<file path="config.mk">
export PLATFORM = sky130hd
export DESIGN_NAME = btn_updown_counter
export DESIGN_NICKNAME = d
export VERILOG_FILES = /design/src/rtl/btn_pkg.sv /design/src/rtl/btn_debounce.sv /design/src/rtl/btn_updown_counter.sv
export SDC_FILE = /design/constraint.sdc
export NUM_CORES = 1
export LEC_CHECK = 0
export ABC_CLOCK_PERIOD_IN_PS = 2200
export CAP_MARGIN = 20
export CORE_MARGIN = 2
export CORE_UTILIZATION = 55
export DETAILED_ROUTE_END_ITERATION = 12
export PLACE_DENSITY = 0.89
export SYNTH_ARGS = -nofsm -noshare
export SYNTH_HDL_FRONTEND = slang
export SYNTH_SLANG_ARGS = --single-unit
</file>
<file path="constraint.sdc">
create_clock -name clk -period 2.2 [get_ports clk]
set_input_delay 0.44 -clock clk [delete_from_list [all_inputs] [get_ports clk]]
set_output_delay 0.44 -clock clk [all_outputs]
set_load 0.01 [all_outputs]
</file>
<file path="src/rtl/btn_pkg.sv">
// rtl/btn_pkg.sv - shared constants, types and helpers for the push-button counter
package btn_pkg;

    // Counting behaviour at the bounds.
    localparam int MODE_SAT  = 0;
    localparam int MODE_WRAP = 1;

    // Action taken on the counter in a given cycle.
    typedef enum logic [1:0] {
        OP_HOLD = 2'd0,
        OP_INC  = 2'd1,
        OP_DEC  = 2'd2
    } count_op_e;

    // Ceiling log2, never less than 1 so it can size a register directly.
    function automatic int clog2(input int value);
        int result;
        result = 1;
        for (int i = 1; i < 31; i++) begin
            if ((1 << i) < value) begin
                result = i + 1;
            end
        end
        return result;
    endfunction

endpackage

</file>
<file path="src/rtl/btn_debounce.sv">
// rtl/btn_debounce.sv - button synchroniser, debouncer and press-edge pulse generator
module btn_debounce
    import btn_pkg::*;
#(
    parameter int DEBOUNCE = 4
) (
    input  logic clk,
    input  logic rst_n,
    input  logic btn_raw,
    output logic level,
    output logic rise_pulse
);

    localparam int CW = clog2(DEBOUNCE + 1);
    localparam logic [CW-1:0] CNT_LAST = CW'(DEBOUNCE - 1);

    logic          s1;
    logic          s2;
    logic          stable;
    logic          stable_d;
    logic [CW-1:0] cnt;

    assign level = stable;

    // Two-flop synchroniser for the asynchronous button input.
    always_ff @(posedge clk or negedge rst_n) begin
        if (!rst_n) begin
            s1 <= 1'b0;
            s2 <= 1'b0;
        end else begin
            s1 <= btn_raw;
            s2 <= s1;
        end
    end

    // Accept a new level only after it has differed from the accepted one
    // for DEBOUNCE consecutive cycles; any bounce back restarts the count.
    always_ff @(posedge clk or negedge rst_n) begin
        if (!rst_n) begin
            stable <= 1'b0;
            cnt    <= '0;
        end else if (s2 == stable) begin
            cnt <= '0;
        end else if (cnt == CNT_LAST) begin
            stable <= s2;
            cnt    <= '0;
        end else begin
            cnt <= cnt + CW'(1);
        end
    end

    // Registered one-cycle pulse on each accepted press; releases are ignored.
    always_ff @(posedge clk or negedge rst_n) begin
        if (!rst_n) begin
            stable_d   <= 1'b0;
            rise_pulse <= 1'b0;
        end else begin
            stable_d   <= stable;
            rise_pulse <= stable & ~stable_d;
        end
    end

endmodule

</file>
<file path="src/rtl/btn_updown_counter.sv">
// rtl/btn_updown_counter.sv - two-button debounced up/down counter with wrap or saturate bounds
module btn_updown_counter
    import btn_pkg::*;
#(
    parameter int WIDTH    = 4,
    parameter int DEBOUNCE = 4,
    parameter int MAX_VAL  = 2**WIDTH - 1,
    parameter int WRAP     = MODE_WRAP
) (
    input  logic             clk,
    input  logic             rst_n,
    input  logic             btn_up,
    input  logic             btn_dn,
    output logic [WIDTH-1:0] counter,
    output logic             up_edge,
    output logic             dn_edge,
    output logic             at_max,
    output logic             at_min
);

    localparam logic [WIDTH-1:0] MAX_C = WIDTH'(MAX_VAL);

    // Reject configurations the datapath cannot honour.
    if (DEBOUNCE < 1) begin : g_bad_debounce
        $error("btn_updown_counter: DEBOUNCE must be >= 1");
    end
    if ((MAX_VAL < 1) || (MAX_VAL > (2**WIDTH - 1))) begin : g_bad_max_val
        $error("btn_updown_counter: MAX_VAL must be in 1 .. 2**WIDTH-1");
    end

    logic      up_level;
    logic      dn_level;
    logic      unused_levels;
    count_op_e op;

    // Accepted levels are only needed for the edge logic inside the debouncers.
    assign unused_levels = up_level ^ dn_level;

    btn_debounce #(
        .DEBOUNCE (DEBOUNCE)
    ) u_up_debounce (
        .clk        (clk),
        .rst_n      (rst_n),
        .btn_raw    (btn_up),
        .level      (up_level),
        .rise_pulse (up_edge)
    );

    btn_debounce #(
        .DEBOUNCE (DEBOUNCE)
    ) u_dn_debounce (
        .clk        (clk),
        .rst_n      (rst_n),
        .btn_raw    (btn_dn),
        .level      (dn_level),
        .rise_pulse (dn_edge)
    );

    // Simultaneous up and down presses cancel out.
    always_comb begin
        op = OP_HOLD;
        if (up_edge && !dn_edge) begin
            op = OP_INC;
        end else if (dn_edge && !up_edge) begin
            op = OP_DEC;
        end
    end

    // Counter register: wraps or saturates at 0 and MAX_VAL.
    always_ff @(posedge clk or negedge rst_n) begin
        if (!rst_n) begin
            counter <= '0;
        end else begin
            case (op)
                OP_INC: begin
                    if (counter == MAX_C) begin
                        if (WRAP == MODE_WRAP) begin
                            counter <= '0;
                        end
                    end else begin
                        counter <= counter + WIDTH'(1);
                    end
                end
                OP_DEC: begin
                    if (counter == '0) begin
                        if (WRAP == MODE_WRAP) begin
                            counter <= MAX_C;
                        end
                    end else begin
                        counter <= counter - WIDTH'(1);
                    end
                end
                default: begin
                    counter <= counter;
                end
            endcase
        end
    end

    assign at_max = (counter == MAX_C);
    assign at_min = (counter == '0);

endmodule

</file>
==> impl_metrics.yaml, run 1 <==
final_layout:
  max_flop_register: "counter"
  final_cell_area_sq_um: 1070
  flip_flop_count_of_the_largest_register_all_copies_and_words_added: 4
  multi_input_comb_area_sq_um: 345
  top_regs: "counter (4), u_dn_debounce.cnt (3), u_up_debounce.cnt (3)"
  final_net_count: 92
  n_antenna_cell: 0
  area.growth.synth_to_final_pct: 22.3
  layout.area.seq_sq_um: 502
  n_fill_cell: 98
  drive_gt1_frac: 0.207
synthesis:
  portion_of_synthesized_cell_area_occupied_by_the_leading_cell_type: 0.573
  syn-mean-instance-area_sq_um: 13.0
  yosysMostFrequentCell: "sky130_fd_sc_hd__dfrtp_1"
  ys_dominant_reg_cell: "sky130_fd_sc_hd__dfrtp_1"
  ys_async_sr_fraction: 1.00
  muxShareOfSynthArea: 0.0544
  synth_edf_count: 0
  yosysSeqAreaShare: 0.573
  synth.top_cells.by_count: "sky130_fd_sc_hd__dfrtp_1 (20), sky130_fd_sc_hd__ha_1 (5), sky130_fd_sc_hd__nor2_1 (4), sky130_fd_sc_hd__nor2b_1 (4), sky130_fd_sc_hd__nor3b_1 (4)"
  largest_family_of_logic_cells_by_synthesized_area: "simple AND/OR/NAND/NOR gates"
  ys_warn_count: 0
  synth_compound_gate_area_share: 0.0616
  post_synth_num_cell_types: 28
  synth_simple_gate_area_frac: 0.162
  ys_ff_latch: 20
  post_synth_instance_area_sq_um: 873
  synth_fp_nets: 76
  synth_area_leader_cell: "sky130_fd_sc_hd__dfrtp_1"
  post_synth_fa_ha_maj_area_fraction: 0.0716
  synth_xor_xnor_area_share: 0.0401
  yosys-top-cells-area: "sky130_fd_sc_hd__dfrtp_1 (57%), sky130_fd_sc_hd__ha_1 (7.2%), sky130_fd_sc_hd__nor3b_1 (3.4%)"
  gate_count_post_synth: 67
sta:
  max_clock_freq_ghz: 0.500
  worst_clock_skew_ps: 3.83
  timing.final.max_slew_violations: 0
  hold_slack_ps: 365
  worst-slew-pin-transition_ps: 288
  finalSetupTns_ps: 0
  hold_viol_final: 0
  slew_headroom: 0.807
  grt_setup_unrepaired: "no"
  final.min_clock_period_ps: 2000
  finalSetupViolCount: 0
  fin_crit_sh: 0.909
floorplanning:
  chipHeight_um: 43.9
  placement_rows: 14
  floorplan.die_area_sq_um: 1920
  die_w_um: 43.9
  core-area_sq_um: 1490
  start_util: 0.587
  ios: 12
worst_setup_path:
  r2r-start: "counter[0]"
  crit_path_end_kind: "primary output"
  start_kind: "flip-flop"
  worst_r2r_endpoint: "counter[0]"
  crit_start: "counter[0]"
  r2r_cells: 6
  r2r_slack_ps: 630
  setup.worst_path.end: "at_min"
  worst_ep_required_time_ps: 1760
  critical_path_arrival_ps: 1560
  worstSetupPathType: "reg -> out"
  crit_path_max_fanout: 3
power_and_ir_drop:
  power_density_nw_per_um2: 1450
  p_sw_w: 0.000506
  pwr-share-seq: 0.378
  intPower_w: 0.00105
  power.static_leakage_nw: 0.514
  power.switching_fraction: 0.326
  share_of_total_power_in_the_clock_network: 0.187
  irDropWorstVdd_uv: 635
  p_comb_frac: 0.436
clocking:
  cts_tree: "yes"
  tritoncts_buffers: 3
  clk-insertion-delay-late_ps: 290
  clock_slew_at_the_register_clock_pins_of_the_worst_setup_and_hold_paths_ps: 110
  clock_root_buffer: "sky130_fd_sc_hd__clkbuf_4"
  longest_clk_path_bufs: 2
  ctsHtreeMaxLevel: 1
  postCtsHoldBufs: 0
  clock_sinks: 20
route:
  route.detailed.wl_per_inst_um: 12.9
  detailroute.via_count: 527
  drtIter0Drc: 12
  postRouteAntennaNets: 0
  route.final.wire_length_mm: 1.26
  detailedRoute.firstPassIterationCount: 4
  drc: 0
  vias_per_cell: 5.38
grt:
  vias_in_the_first_global_route: 510
  grt-ovfl-total: 0
  global_route_wire_length_before_repair_mm: 2.19
  antenna_violations_before_repair: 0
  grtUsageTotal: 0.159
  grt_start_max_net_pins: 21
placed_design:
  finalWeightedCongestion: 0.794
  quantity_of_i_o_buffers_inserted_on_ports: 11
  detailed_place.area_sq_um: 997
  hpwlAfterDp_um: 943
status:
  status: "complete, no violations"
job:
  max_cap_viol_count: 0
min_path:
  worst_hold_path_type: "reg -> reg"
[repair_timing]
| action | in CTS | in global routing |
|---|---|---|
| setup buffers | 0 | 1 |
| endpoints found under the setup margin | 1 | 1 |
| gates resized for setup | 3 | 2 |
[power groups by stage]
stage | combinational (W) | clock, W | sequential [W]
after global routing | 0.000758 | 0.000313 | 0.000603
after CTS | 0.000666 | 0.000299 | 0.000584
after global placement | 0.000641 | 0 | 0.000578
after floorplan | 0.000446 | 0 | 0.000599
final | 0.000676 | 0.000290 | 0.000586
after detailed placement | 0.000665 | 0 | 0.000589
[worst min path at each step]
stage,cells past startpoint,end,from
2_1_floorplan,0,counter[0],rst_n
3_3_place_gp,0,u_up_debounce.s2,u_up_debounce.s1
3_5_place_dp,0,u_dn_debounce.s2,u_dn_debounce.s1
4_1_cts,0,u_dn_debounce.s2,u_dn_debounce.s1
5_1_grt,0,u_up_debounce.s2,u_up_debounce.s1
6_report,0,u_dn_debounce.s2,u_dn_debounce.s1
[worst max-delay path, stage by stage, from the launching register on]
cell	delay [ps]
sky130_fd_sc_hd__dfrtp_1	410
sky130_fd_sc_hd__buf_4	140
sky130_fd_sc_hd__inv_1	60
sky130_fd_sc_hd__ha_1	180
sky130_fd_sc_hd__nor3b_2	190
sky130_fd_sc_hd__dlygate4sd2_1	290
[metrics by stage]
step                      utilization  total power (W)  cells  worst slack [ps]
after floorplan                     -          0.00105     67               565
after CTS                       0.708          0.00155     97              8.66
final                           0.718          0.00155     98               199
after global routing            0.718          0.00167     98              53.6
after detailed placement        0.670          0.00125     93               215
after global placement          0.670          0.00122     93               243
[logic make-up (layout without fill, tap and decap cells)]
| logic type | count (synthesis) | count (layout) |
|---|---|---|
| flip-flops | 20 | 20 |
| XOR/XNOR | 4 | 4 |
| multiplexers | 4 | 4 |
| AND/OR/NAND/NOR | 21 | 21 |
| AO/OA/AOI/OAI | 7 | 7 |
| adder cells (fa/ha/maj) | 5 | 5 |
| buffers and inverters | 6 | 21 |
[per-layer routing]
metal  GRT usage  wire length, um
met3      0.0250               64
met5           0                0
met2       0.235              594
met1       0.231              602
met4      0.0727                0
[cell type report]
type | instances | share of cell area
multi-input combinational | 41 | 0.323
clock inverter | 1 | 0.0281
sequential | 20 | 0.470
clock buffer | 3 | 0.0211
inverter | 3 | 0.0105
timing repair buffer | 14 | 0.129
tap | 16 | 0.0187
[cells in the final DEF, fill, tap and decap left out, types with 2 or more instances in the layout]
master	n
sky130_fd_sc_hd__dfrtp_1	19
sky130_fd_sc_hd__clkdlybuf4s50_1	9
sky130_fd_sc_hd__ha_1	5
sky130_fd_sc_hd__nor2b_1	4
sky130_fd_sc_hd__nor2_1	4
sky130_fd_sc_hd__inv_1	3
sky130_fd_sc_hd__nor3b_2	3
sky130_fd_sc_hd__xnor2_1	3
sky130_fd_sc_hd__nor3b_1	3
sky130_fd_sc_hd__clkbuf_4	3
sky130_fd_sc_hd__nor3_1	2
sky130_fd_sc_hd__mux2_2	2
sky130_fd_sc_hd__buf_4	2
Note: power is estimated with default switching activity, not from simulation.
==> run 2, diff against run 1 <==
--- a/config.mk
+++ b/config.mk
@@ -7,7 +7,6 @@
 export LEC_CHECK = 0
 export ABC_CLOCK_PERIOD_IN_PS = 2200
 export CAP_MARGIN = 20
-export CORE_MARGIN = 2
 export CORE_UTILIZATION = 55
 export DETAILED_ROUTE_END_ITERATION = 12
 export PLACE_DENSITY = 0.89
==> constraint.sdc (replaced) <==
create_clock -name clk -period 2.2 [get_ports clk]
set_input_delay 0.44 -clock clk [delete_from_list [all_inputs] [get_ports clk]]
set_output_delay 0.44 -clock clk [all_outputs]
set_load 0.005 [all_outputs]
==> run 2 against run 1 <==
  * Wire length rose by 1.1%
  * Global-route usage rose by 0.63 points
  * Utilization rose by 1.2 points
  * Final area rose by 1.6%
  * Fmax fell by 6.2%
  * Clock power barely moved
  * Worst hold slack got worse by 0.70 ps
  * Critical path depth fell by 1
  * Combinational power barely moved
  * Sequential share of layout area fell by 0.76 points
  * Total power rose by 0.55%
  * Sequential power rose by 0.7%
==> impl_metrics.yaml, run 2 (synthesized netlist as in run 1, its figures left out) <==
floorplanning:
  die_w_um: 41.9
  start_util: 0.587
  chipHeight_um: 41.9
  floorplan.die_area_sq_um: 1750
  ios: 12
  core-area_sq_um: 1490
  placement_rows: 14
sta:
  hold_viol_final: 0
  worst-slew-pin-transition_ps: 285
  fin_crit_sh: 0.970
  worst_clock_skew_ps: 2.58
  slew_headroom: 0.809
  finalSetupViolCount: 0
  final.min_clock_period_ps: 2130
  max_clock_freq_ghz: 0.469
  post-route-worst-setup-slack_ps: 66.7
  hold_slack_ps: 364
  timing.final.max_slew_violations: 0
clocking:
  cts_tree: "yes"
  longest_clk_path_bufs: 2
  clock_root_buffer: "sky130_fd_sc_hd__clkbuf_4"
  clock_slew_at_the_register_clock_pins_of_the_worst_setup_and_hold_paths_ps: 110
  clock_sinks: 20
  postCtsHoldBufs: 0
  clk-insertion-delay-late_ps: 290
  ctsHtreeMaxLevel: 1
  tritoncts_buffers: 3
worst_setup_path:
  slowest_stage: "sky130_fd_sc_hd__clkdlybuf4s50_1"
  worstPathCellList: "buf_6 > ha_2 > and3_4 > clkdlybuf4s50_1"
  timing.critical_path.max_delay_family: "buffers and inverters"
  critical_path_arrival_ps: 1690
  worstPathBufferInverterCount: 2
  worstSetupPathType: "reg -> out"
  start_kind: "flip-flop"
  crit_path_max_fanout: 9
  critical_path_max_stage_delay_ps: 490
  worst_ep_required_time_ps: 1760
  crit_path_end_kind: "primary output"
route:
  vias_per_cell: 5.44
  route.detailed.wl_per_inst_um: 13.0
  route.final.wire_length_mm: 1.28
  drtIter0Drc: 11
  postRouteAntennaNets: 0
  drc: 0
  detailedRoute.firstPassIterationCount: 4
  detailroute.via_count: 533
final_layout:
  max_flop_register: "counter"
  multi_input_comb_area_sq_um: 362
  n_antenna_cell: 0
  final_cell_area_sq_um: 1090
  final_common_cell: "sky130_fd_sc_hd__dfrtp_1"
  flip_flop_count_of_the_largest_register_all_copies_and_words_added: 4
  leading_cell_types_in_the_layout_fill_and_taps_excluded: "sky130_fd_sc_hd__dfrtp_1 (19), sky130_fd_sc_hd__clkdlybuf4s50_1 (10), sky130_fd_sc_hd__nor2b_1 (4), sky130_fd_sc_hd__nor2_1 (4)"
  top_regs: "counter (4), u_dn_debounce.cnt (3), u_up_debounce.cnt (3)"
  drive_gt1_frac: 0.244
  layout.area.seq_sq_um: 502
  area.growth.synth_to_final_pct: 24.4
  n_fill_cell: 110
  final_net_count: 92
status:
  status: "complete, no violations"
placed_design:
  quantity_of_i_o_buffers_inserted_on_ports: 11
  finalWeightedCongestion: 0.814
  hpwlAfterDp_um: 905
  detailed_place.area_sq_um: 997
  pre_cts_slack_ps: 257
grt:
  grt_start_max_net_pins: 21
  vias_in_the_first_global_route: 493
  grtUsageTotal: 0.165
  antenna_violations_before_repair: 0
  grt-ovfl-total: 0
  global_route_wire_length_before_repair_mm: 2.13
power_and_ir_drop:
  irDropWorstVdd_uv: 625
  power.static_leakage_nw: 0.503
  power_density_nw_per_um2: 1440
min_path:
  worst_hold_path_type: "reg -> reg"
job:
  max_cap_viol_count: 0
-- run 2: final timing paths --
path	from	endpoint	slack, ps	cells past startpoint
max	counter[0]	at_max	70	4
min in group asynchronous	rst_n	u_dn_debounce.s2	460	2
max reg2reg	u_up_debounce.rise_pulse	counter[3]	620	5
min reg2reg	u_up_debounce.s1	u_up_debounce.s2	360	0
max in group asynchronous	rst_n	counter[1]	1520	2
min	u_up_debounce.s1	u_up_debounce.s2	360	0
-- run 2: per-layer routing --
layer / track usage / part of all wire / up-vias / wire length, um
met1: 0.226 / 0.45 / 258 / 576
met2: 0.259 / 0.49 / 16 / 630
met5: 0 / 0 / - / 0
met3: 0.0391 / 0.042 / 2 / 53
met4: 0.0581 / 0.011 / 0 / 14
li1: - / - / 257 / -
-- run 2: area by class of cell --
class	count	area share
clock inverters	1	0.0276
flip-flops and latches	20	0.462
multi-input cells	41	0.333
inverters	3	0.0104
well taps	16	0.0184
clock buffers	3	0.0207
repair buffers	14	0.128
-- run 2: timing repair --
action | in CTS | in global routing
resized for setup | 2 | 6
buffers inserted | 0 | 1
endpoints found under the setup margin | 1 | 2
gates cloned | 0 | 0
-- run 2: per-stage QoR --
stage	util	cells	TNS (ps)	total power, W
after detailed placement	0.670	93	0	0.00122
after global placement	0.670	93	0	0.00120
after floorplan	-	67	0	0.00102
final	0.729	98	0	0.00156
after CTS	0.709	97	0	0.00153
after global routing	0.729	98	-8.37	0.00167
-- run 2: worst register-to-register path, stage by stage, from the launching register on --
cell,delay (ps)
sky130_fd_sc_hd__dfrtp_1,360
sky130_fd_sc_hd__inv_1,50
sky130_fd_sc_hd__ha_1,400
sky130_fd_sc_hd__nor3b_2,240
sky130_fd_sc_hd__o21ai_1,90
sky130_fd_sc_hd__a222oi_1,330
-- run 2: power by group --
group | switching, W | internal [W] | total (W)
logic | 0.000290 | 0.000388 | 0.000677
registers | 0.0000995 | 0.000491 | 0.000590
clock network | 0.000108 | 0.000184 | 0.000292
==> RTL edit 1, RTL diff (config.mk and constraints of run 1) <==
`DEBOUNCE` is set to 4 in 2 places; all go to 8.
--- a/src/rtl/btn_debounce.sv
+++ b/src/rtl/btn_debounce.sv
@@ -3,5 +3,5 @@
     import btn_pkg::*;
 #(
-    parameter int DEBOUNCE = 4
+    parameter int DEBOUNCE = 8
 ) (
     input  logic clk,
--- a/src/rtl/btn_updown_counter.sv
+++ b/src/rtl/btn_updown_counter.sv
@@ -4,5 +4,5 @@
 #(
     parameter int WIDTH    = 4,
-    parameter int DEBOUNCE = 4,
+    parameter int DEBOUNCE = 8,
     parameter int MAX_VAL  = 2**WIDTH - 1,
     parameter int WRAP     = MODE_WRAP
Formal check against the unedited RTL: not equivalent (a bounded check fails within 10 cycles, from zero or initial values and one cycle with rst_n low).
==> RTL edit 1 against run 1 <==
  * Largest power group is now registers
  * Combinational power is 6.8% lower
  * Die area grew 9.5%
  * Worst setup slack lost 0.081 ns
  * Clock power is 28% lower
  * Sequential cell count increased by 2
  * Clock skew down 0.0031 ns
  * Design area grew 7.6%
  * Core utilization decreased by 3.7 points
  * Sequential share of layout area increased by 1.1 points
  * Power down 5.3%
  * Hold slack barely moved
  * Register-to-register slack about the same
  * Wire length increased by 13%
  * Area after synthesis rose by 10%
==> RTL edit 1: results (changes against run 1) <==
nets: 108  # +17%
routabilityCongestion: 0.774  # -2.5%
max-vdd-ir-drop_uv: 847  # +33%
timing.rr.start: "counter[1]"
status: "completed"
route.vias.total: 647  # +23%
cellInternalPower_mw: 0.973  # -7.0%
wl_per_cell_um: 12.4  # -3.4%
drive_gt1_share_pct: 16.3  # -4.4 points
hold_start: "u_up_debounce.s1"
drtIter0Drc: 7  # -5
cp_max_fo: 4  # +1
synth_cell_types: 27  # -3.6%
slowest_stage: "clkdlybuf4s50_1"
grt_pass1_vias: 637  # +25%
reg_top3: "counter x4, u_dn_debounce.cnt x4, u_up_debounce.cnt x4"
synth_area_leaders: "dfrtp_1, ha_1, xnor2_1"
slew_headroom_pct: 75.6  # -5.0 points
critPathMaxStageDelay_ns: 0.48  # +0.07 ns
ys_seq_area_share_pct: 57.1  # -0.24 points
dp_hpwl_um: 1040  # +10%
grt_pass1_wl_um: 2530  # +15%
synth-compound-area-share_pct: 5.58  # -0.58 points
clock_skew_ns: 0.000702  # -0.00313 ns
yosys-mux-area-fraction_pct: 5.45  # about the same
grt_max_degree: 23  # +9.5%
cp.arrival_ns: 1.64  # +0.08 ns
synth_fa_ha_area_share_pct: 6.49  # -0.68 points
power_leakage_nw: 0.545  # +6.0%
[RTL edit 1: power groups by stage]
stage	Sequential [mW]	Clock, mW	Combinational (mW)
after floorplan	0.641	0	0.403
after global placement	0.646	0	0.548
after detailed placement	0.656	0	0.567
after CTS	0.640	0.214	0.613
after global routing	0.650	0.231	0.716
final	0.630	0.209	0.630
[RTL edit 1: timing repair]
item | 4_1_cts | 5_1_grt
setup endpoints to repair | 2 | 1
gates resized for setup | 4 | 0
buffers inserted | 2 | 1
[RTL edit 1: routing by layer]
layer  wire length [um]  track usage (%)
met1                603             20.8
met2                762             28.9
met3                 46             3.57
met4                 17             10.9
met5                  0                0
[RTL edit 1: final timing paths]
check                                       endpoint  slack, ns  cells after the start
min in group asynchronous       u_up_debounce.cnt[3]       0.48                      2
max in group asynchronous                 counter[0]       1.49                      2
worst min-delay path                u_up_debounce.s2       0.37                      0
worst max register to register            counter[0]       0.63                      6
worst max-delay path                          at_max       0.12                      3
worst min register to register      u_up_debounce.s2       0.37                      0
[RTL edit 1: kinds of logic (layout without fill, tap and decap cells)]
group | after synthesis | after routing
compound gates | 7 | 7
buf+inv | 5 | 22
mux | 5 | 5
flops | 22 | 22
fa+ha+maj | 5 | 5
xor+xnor | 6 | 6
simple gates | 31 | 31
[RTL edit 1: stage by stage]
stage                     setup slack, ns  instances  instance area (um2)  utilization (%)  power (mW)
after detailed placement            0.171        108                 1080             64.2        1.22
after global placement              0.238        108                 1080             64.2        1.19
after global routing               0.0369        115                 1150             68.1        1.60
final                               0.118        115                 1150             68.1        1.47
after CTS                          0.0925        114                 1140             67.6        1.47
after floorplan                     0.587         81                  965                -        1.04
[RTL edit 1: final cells by class]
| cell class | count | area [um2] |
|---|---|---|
| Inverter | 3 | 11.3 |
| Tap cell | 17 | 21.3 |
| Multi-Input combinational cell | 54 | 389 |
| Clock buffer | 4 | 36.3 |
| Timing Repair Buffer | 15 | 139 |
| Sequential cell | 22 | 553 |
| Fill cell | 126 | 539 |
[RTL edit 1: worst reg2reg max path: stages, from the launching register on]
cell and delay [ns]:
dfrtp_2 0.38, buf_4 0.13, inv_1 0.04, ha_1 0.20, nor3b_2 0.17, a21o_2 0.21, a221o_2 0.33
==> RTL edit 2, RTL diff (settings of run 1) <==
Without the edit above. Make the reset (`rst_n`) synchronous in 4 clocked blocks. Comments in the files are not updated.
--- a/src/rtl/btn_debounce.sv
+++ b/src/rtl/btn_debounce.sv
@@ -24,5 +24,5 @@
 
     // Two-flop synchroniser for the asynchronous button input.
-    always_ff @(posedge clk or negedge rst_n) begin
+    always_ff @(posedge clk) begin
         if (!rst_n) begin
             s1 <= 1'b0;
@@ -36,5 +36,5 @@
     // Accept a new level only after it has differed from the accepted one
     // for DEBOUNCE consecutive cycles; any bounce back restarts the count.
-    always_ff @(posedge clk or negedge rst_n) begin
+    always_ff @(posedge clk) begin
         if (!rst_n) begin
             stable <= 1'b0;
@@ -51,5 +51,5 @@
 
     // Registered one-cycle pulse on each accepted press; releases are ignored.
-    always_ff @(posedge clk or negedge rst_n) begin
+    always_ff @(posedge clk) begin
         if (!rst_n) begin
             stable_d   <= 1'b0;
--- a/src/rtl/btn_updown_counter.sv
+++ b/src/rtl/btn_updown_counter.sv
@@ -68,5 +68,5 @@
 
     // Counter register: wraps or saturates at 0 and MAX_VAL.
-    always_ff @(posedge clk or negedge rst_n) begin
+    always_ff @(posedge clk) begin
         if (!rst_n) begin
             counter <= '0;
Behaviour: differs if rst_n is asserted again (counterexample within 10 cycles, from zero or initial values and one cycle with rst_n low); with rst_n held inactive, the same outputs for 10 cycles.
==> RTL edit 2 against run 1 <==
  * Wire length grew 7.9%
  * Design area shrank 7.5%
  * Sequential cell count is the same
  * Register-to-register slack gained 0.05 ns
  * Count of clock-buffer cells in the layout grew 1
  * Area after synthesis shrank 7.6%
  * Die area shrank 6.9%
  * Clock skew shrank 0.0012 ns
  * Sequential share of layout area shrank 6.2 points
  * Core utilization grew 2.3 points
  * Largest cell class unchanged
  * Worst setup slack lost 0.12 ns
Power is not compared: it rests on default switching activity, and its combinational part moved more than twofold at a synthesized area within 25%.
==> RTL edit 2: results (changes against run 1) <==
status: "completed"
cts_root_buffer: "clkbuf_4"
hold_start: "u_up_debounce.stable_d"
synthesis.nets: 94  # +24%
p_comb_share_pct: 2.5
regMostFlops: "counter"
hp-class: "flop to flop"
slowest_stage: "clkdlybuf4s50_1"
synth_area_leaders: "dfxtp_1, ha_1, and2_1"
swShare_pct: 18.9
clockPowerShare_pct: 34.7
cp.arrival_ns: 1.68  # +0.12 ns
crit_end: "at_max"
async_reset_ff_share_pct: 0  # -100 points
synth_fa_ha_area_share_pct: 10.9  # +3.7 points
grtUsageTotal_pct: 16.9  # +1.0 points
routabilityCongestion: 0.866  # +9.1%
max-vdd-ir-drop_uv: 413
ys_seq_area_share_pct: 49.6  # -7.7 points
cts_setup_buffers: 0  # unchanged
power_density_nw_per_um2: 593
power_leakage_nw: 0.389
dp_hpwl_um: 1010  # +6.7%
ff2ff_setup_slack_ns: 0.68  # +0.05 ns
wirelength_um: 1360  # +7.9%
htree_num_levels: 1  # unchanged
reg2reg_to: "counter[3]"
crit_family: "buffers and inverters"
synth_xor_area_share_pct: 3.26  # -0.76 points
drtIter0Drc: 21  # +9
grt_pass1_vias: 554  # +8.6%
hold_end: "u_up_debounce.rise_pulse"
cp_max_fo: 8  # +5
port_buffers: 11  # unchanged
ff2ff_path_depth: 5  # -1
synthTopCellsByCount: "dfxtp_1, inv_1, nor2_1"
antenna_cells: 0  # unchanged
grt_max_degree: 12  # -43%
clkTransAtPathRegs_ns: 0.10
drive_gt1_share_pct: 8.16  # -13 points
synth-compound-area-share_pct: 9.15  # +3.0 points
synth_cell_types: 23  # -18%
worstSetupPathType: "flop to output port"
clk_latency_ns: 0.29  # about the same
timing.rr.start: "counter[0]"
nets: 110  # +20%
grt_pass1_wl_um: 2250  # +2.5%
worst_slew_pin_slew_ns: 0.384  # +0.0959 ns
holdWs_ns: 0.388  # +0.0228 ns
clock_skew_ns: 0.00268  # -0.00116 ns
hold_depth: 1  # +1
viasPerCell: 5.50  # +2.4%
yosys-mux-area-fraction_pct: 3.72  # -1.7 points
yosysWarnings: 0  # unchanged
critPathMaxStageDelay_ns: 0.54  # +0.13 ns
[RTL edit 2: stage by stage]
step | setup slack (ns) | instance area [um2] | std cells
after floorplan | 0.765 | 807 | 83
after global placement | 0.357 | 936 | 109
after detailed placement | 0.273 | 936 | 109
after CTS | 0.00501 | 978 | 113
after global routing | 0.00402 | 988 | 113
final | 0.0799 | 988 | 113
[RTL edit 2: area by class of cell]
cell class / count / area [um2]
Timing Repair Buffer: 11 / 113
Inverter: 11 / 41.3
Sequential cell: 20 / 403
Multi-Input combinational cell: 52 / 377
Tap cell: 15 / 18.8
Clock buffer: 4 / 36.3
Fill cell: 105 / 345
[RTL edit 2: per-layer routing]
layer | global-route usage [%] | wire length [um]
met2 | 29.8 | 667
met1 | 17.2 | 555
met4 | 11.9 | 43
met5 | 0 | 0
met3 | 3.88 | 95
[RTL edit 2: repair_timing]
action	4_1_cts	5_1_grt
hold buffers	0	0
gates resized for setup	2	3
setup endpoints to repair	2	2
hold endpoints to repair	0	0
